## config.mk

```make
export PLATFORM = sky130hd
export DESIGN_NAME = weight_row_loader
export DESIGN_NICKNAME = d
export VERILOG_FILES = /design/src/rtl/weight_row_loader.sv
export SDC_FILE = /design/constraint.sdc
export NUM_CORES = 1
export LEC_CHECK = 0
export ABC_AREA = 1
export CAP_MARGIN = 20
export CORE_ASPECT_RATIO = 0.9
export CORE_UTILIZATION = 35
export CTS_CLUSTER_DIAMETER = 30
export DETAILED_ROUTE_END_ITERATION = 16
export PLACE_DENSITY_LB_ADDON = 0.08
export SLEW_MARGIN = 30
export SYNTH_ARGS = -nofsm -noshare
export SYNTH_HDL_FRONTEND = slang
export SYNTH_SLANG_ARGS = --single-unit
```

## constraint.sdc

```tcl
create_clock -name clk -period 2.3 [get_ports clk]
set_input_delay 0.46 -clock clk [delete_from_list [all_inputs] [get_ports clk]]
set_output_delay 0.46 -clock clk [all_outputs]
set_load 0.01 [all_outputs]
```

## src/rtl/weight_row_loader.sv

```systemverilog
// weight_row_loader: assembles a serial weight stream into row vectors and
// broadcasts each completed row to the PE grid as a single-cycle valid_y pulse.
module weight_row_loader #(
    parameter int NUM_ROWS   = 12,
    parameter int NUM_COLS   = 14,
    parameter int DATA_WIDTH = 16,
    parameter int ID_WIDTH   = 4
) (
    input  logic                  clk,
    input  logic                  rst,
    input  logic                  start,
    input  logic                  abort,
    input  logic [DATA_WIDTH-1:0] in_weight,
    input  logic                  in_valid,
    output logic                  in_ready,
    output logic [DATA_WIDTH-1:0] row_weight_vals [0:NUM_COLS-1],
    output logic [ID_WIDTH-1:0]   tag_row,
    output logic                  valid_y,
    output logic                  busy,
    output logic                  done
);
    localparam int CW = $clog2(NUM_COLS);
    typedef enum logic [1:0] {IDLE, LOAD, DONE} state_t;
    state_t                r_state, w_next;
    logic [CW-1:0]         r_col;
    logic [ID_WIDTH-1:0]   r_row;
    logic [DATA_WIDTH-1:0] r_stage [0:NUM_COLS-2];
    logic                  w_hs, w_row_end, w_last;
    assign w_hs      = in_valid && in_ready;
    assign w_row_end = w_hs && r_col == CW'(NUM_COLS - 1);
    assign w_last    = w_row_end && r_row == ID_WIDTH'(NUM_ROWS - 1);
    always_ff @(posedge clk or negedge rst) begin
        if (!rst) r_state <= IDLE;
        else      r_state <= w_next;
    end
    always_comb begin
        w_next   = r_state;
        in_ready = r_state == LOAD && !abort;
        busy     = r_state != IDLE;
        done     = r_state == DONE;
        if (abort) w_next = IDLE;
        else case (r_state)
            IDLE:    w_next = start ? LOAD : IDLE;
            LOAD:    w_next = w_last ? DONE : LOAD;
            default: w_next = IDLE;
        endcase
    end
    always_ff @(posedge clk or negedge rst) begin
        if (!rst) begin
            r_col <= '0;
            r_row <= '0;
        end else if (abort || (r_state == IDLE && start)) begin
            r_col <= '0;
            r_row <= '0;
        end else if (w_hs) begin
            r_col <= w_row_end ? '0 : r_col + 1'b1;
            r_row <= w_row_end ? r_row + 1'b1 : r_row;
        end
    end
    // Final word of a row bypasses staging and goes straight to the output vector.
    always_ff @(posedge clk) begin
        if (w_hs && !w_row_end) r_stage[r_col] <= in_weight;
    end
    always_ff @(posedge clk or negedge rst) begin
        if (!rst) begin
            valid_y         <= 1'b0;
            tag_row         <= '0;
            row_weight_vals <= '{default: '0};
        end else begin
            valid_y <= w_row_end;
            if (w_row_end) begin
                tag_row <= r_row;
                for (int c = 0; c < NUM_COLS - 1; c++) row_weight_vals[c] <= r_stage[c];
                row_weight_vals[NUM_COLS-1] <= in_weight;
            end
        end
    end
endmodule

```

==> results.tsv, run 1 <==
metric	value	unit
status	finished, final reports clean	
FP Rows	73	
H-tree level count	3	
Mean Syn Cell Area	12.3	um^2
number of global-route vias before repair	10569	
Req. time, crit path	1.84	ns
leading post-synthesis cells by cell area	edfxtp_1 (40%), dfrtp_1 (38%), nand2_1 (17%), buf_6 (1.7%), buf_2 (0.48%)	
WL/cell	18.7	um
first-pass GRT wire length	65700	um
Synth top area share	0.400	
Cell Area, Synth	15600	um^2
Routed WL	43500	um
chip width	225	um
Clk Latency, worst-skew pair	0.61	ns
fin cells	2329	
die height	202	um
CP bufs+invs	2	
total CTS buffers	99	
Critical Path, Cell by Cell	nor2_1, inv_1, clkdlybuf4s50_1	
R2R depth	8	
Peak supply drop	0.000664	V
worst clock skew	0.0188	ns
Max Clk Rate	459	MHz
critical path class	reg2out	
Post-Synth Adder-Cell Area	0.00400	
HPWL Detailed	26100	um
Worst path top cell family by delay	buffers and inverters	
R2R setup slack	0.16	ns
Max Transition Viols Final	0	
initial antenna violation count	2	
Crit Reg-Reg Endpoint	r_stage[4][13]	
CTS Buffer Depth	3	
crit path max fanout	3	
root buffer cell	clkbuf_16	
largest family of logic cells by synthesized area	simple AND/OR/NAND/NOR gates	
Core ar.	44100	um^2
vias after detailed routing	10365	
simple-gate portion of the synthesized area	0.181	
YS warnings	0	
Post-Synth XOR/XNOR Area	0.00168	
cell taking the most area after synthesis	edfxtp_1	
Crit path largest cell delay	0.48	ns
Yosys reg bits	447	
Post-Syn Instances	1270	
worst slew pin tran	0.654	ns
sequential-to-total area share from yosys stat	0.782	
RSZ-0062 raised after global routing	false	
sum of negative setup slack	0	ns
Top Ports	253	
CTS clk-pin slew, worst paths	0.05	ns
postcts setup bufs	0	
most frequent cells in the layout	nand2_1 (699), clkdlybuf4s50_1 (250), dfrtp_1 (239)	
Die Area	45500	um^2
min cycle time layout	2.18	ns
Routed Antenna Nets	0	
critical path arrival	1.72	ns
commonest non-fill, non-tap cell in the layout	nand2_1	
RePlAce Congestion	0.783	
Port Buffer Count	252	
Rel. slew slack	0.564	
max-cap viol count	0	
Syn Nets	1296	
Nets	1665	
final setup vio count	0	
largest net degree at the start of global routing	70	
PwrDens	1010	nW/um^2
Pleak	0.0103	uW
CTS tree	done	
dpl cells	2137	
power consumption	23300	uW
Hold Crit Class	in2async	
CP Launch Type	flip-flop	
routed vias/inst	4.45	
First-pass DRT Iterations	5	
initial drt markers	657	
complex-gate fraction of the synthesized area	0.00192	
Worst setup EP type	primary output	
share of cells above drive strength 1	0.151	
CTS Sinks	447	
Initial Util	0.354	
slowest stage cell, crit path	clkdlybuf4s50_1	
post-synthesis mux area share	0	
Final Hold Slack	0.430	ns
Post-route DRC	0	
final hold vios	0	
Reg-to-Reg Start	r_col[1]	
GRT overflow	0	
global router's overall resource usage	0.197	
Tcrit/Tclk final	0.947	
Yosys cell types	20	
synthesis-to-finish area growth	47.6	%
Final Util	0.523	
## where the power goes
| group | switching (uW) | internal, uW | total, uW |
|---|---|---|---|
| registers | 5.62 | 8410 | 8420 |
| clock network | 4520 | 10000 | 14600 |
| logic | 262 | 86.7 | 349 |
## worst register-to-register path, stage by stage, from the launching register on
cell     delay (ns)
dfrtp_1        0.38
inv_1          0.10
ha_1           0.18
inv_1          0.18
nor2_4         0.10
nor2_1         0.24
nand2_1        0.27
nor2_2         0.21
buf_12         0.18
## registers in the layout, summed over array words and instances (netlist names)
name	count
r_row	4
tag_row	4
r_stage	208
r_state	2
row_weight_vals	224
valid_y	1
r_col	4
## synth_stat cells
cell type / number
nor3_1: 7
nand3_1: 14
xor2_1: 3
dfrtp_1: 239
buf_6: 23
edfxtp_1: 208
ha_1: 5
nand2_2: 1
nand2_1: 700
a21oi_1: 1
buf_1: 2
nand4_1: 4
inv_2: 2
inv_1: 15
nor2_1: 11
buf_2: 15
clkbuf_1: 12
o21ai_0: 5
nor2_4: 2
nor2_2: 1
## cell type report
cell class,instances,area [um^2]
timing repair buffer,320,3480
fill,3877,21000
inverter,17,63.8
sequential,447,12200
tap,600,751
clock buffer,123,2710
antenna,4,10.0
clock inverter,64,827
multi-input combinational,754,3010
## layer usage
metal | up-vias | share of wire | track usage
met1 | 5109 | 0.46 | 0.279
li1 | 4878 | - | -
met2 | 301 | 0.46 | 0.299
met3 | 77 | 0.051 | 0.0415
met4 | 0 | 0.023 | 0.0726
met5 | - | 0 | 0
## worst max path at each step
| stage | startpoint | end | slack, ns | depth (start not counted) |
|---|---|---|---|---|
| finish | r_state[1] | busy | 0.12 | 3 |
| global route | r_col[1] | r_stage[0][8] | 0.002 | 8 |
| CTS | r_state[1] | busy | 0.08 | 3 |
| detailed placement | abort | r_stage[4][3] | -0.11 | 7 |
| global placement | abort | r_stage[4][7] | -0.12 | 7 |
| floorplan | r_col[1] | r_stage[11][0] | -0.21 | 7 |
## cell families (layout without fill, tap and decap cells)
kind of cell | Yosys count | in the layout
AND/OR/NAND/NOR | 740 | 740
flip-flops | 447 | 447
buffers and inverters | 69 | 524
AO/OA/AOI/OAI | 6 | 6
adder cells (fa/ha/maj) | 5 | 5
XOR/XNOR | 3 | 3
other | 0 | 4
## repair_timing
item / 4_1_cts / 5_1_grt
setup endpoints to repair: 1 / 0
resized for setup: 1 / 0
endpoints found under the hold margin: 60 / 0
hold buffers: 1 / 0
## stage by stage
| step | area, um^2 | setup slack [ns] |
|---|---|---|
| floorplan | 15600 | -0.210 |
| global placement | 19500 | -0.122 |
| detailed placement | 19500 | -0.108 |
| CTS | 23100 | 0.0777 |
| global route | 23100 | 0.00198 |
| finish | 23100 | 0.123 |
(Power assumes the default switching activity.)
==> run 2, diff against run 1 <==
--- a/config.mk
+++ b/config.mk
@@ -11,6 +11,7 @@
 export CORE_UTILIZATION = 35
 export CTS_CLUSTER_DIAMETER = 30
 export DETAILED_ROUTE_END_ITERATION = 16
+export HOLD_SLACK_MARGIN = 0.02
 export PLACE_DENSITY_LB_ADDON = 0.08
 export SLEW_MARGIN = 30
 export SYNTH_ARGS = -nofsm -noshare
==> results of run 2 <==
The final DEF is identical to that of run 1; final timing and power are the same.
==> run 3, diff against run 2 <==
--- a/config.mk
+++ b/config.mk
@@ -6,6 +6,7 @@
 export NUM_CORES = 1
 export LEC_CHECK = 0
 export ABC_AREA = 1
+export ABC_CLOCK_PERIOD_IN_PS = 2300
 export CAP_MARGIN = 20
 export CORE_ASPECT_RATIO = 0.9
 export CORE_UTILIZATION = 35
==> results of run 3 <==
The final DEF is identical to that of run 1; final timing and power are the same.
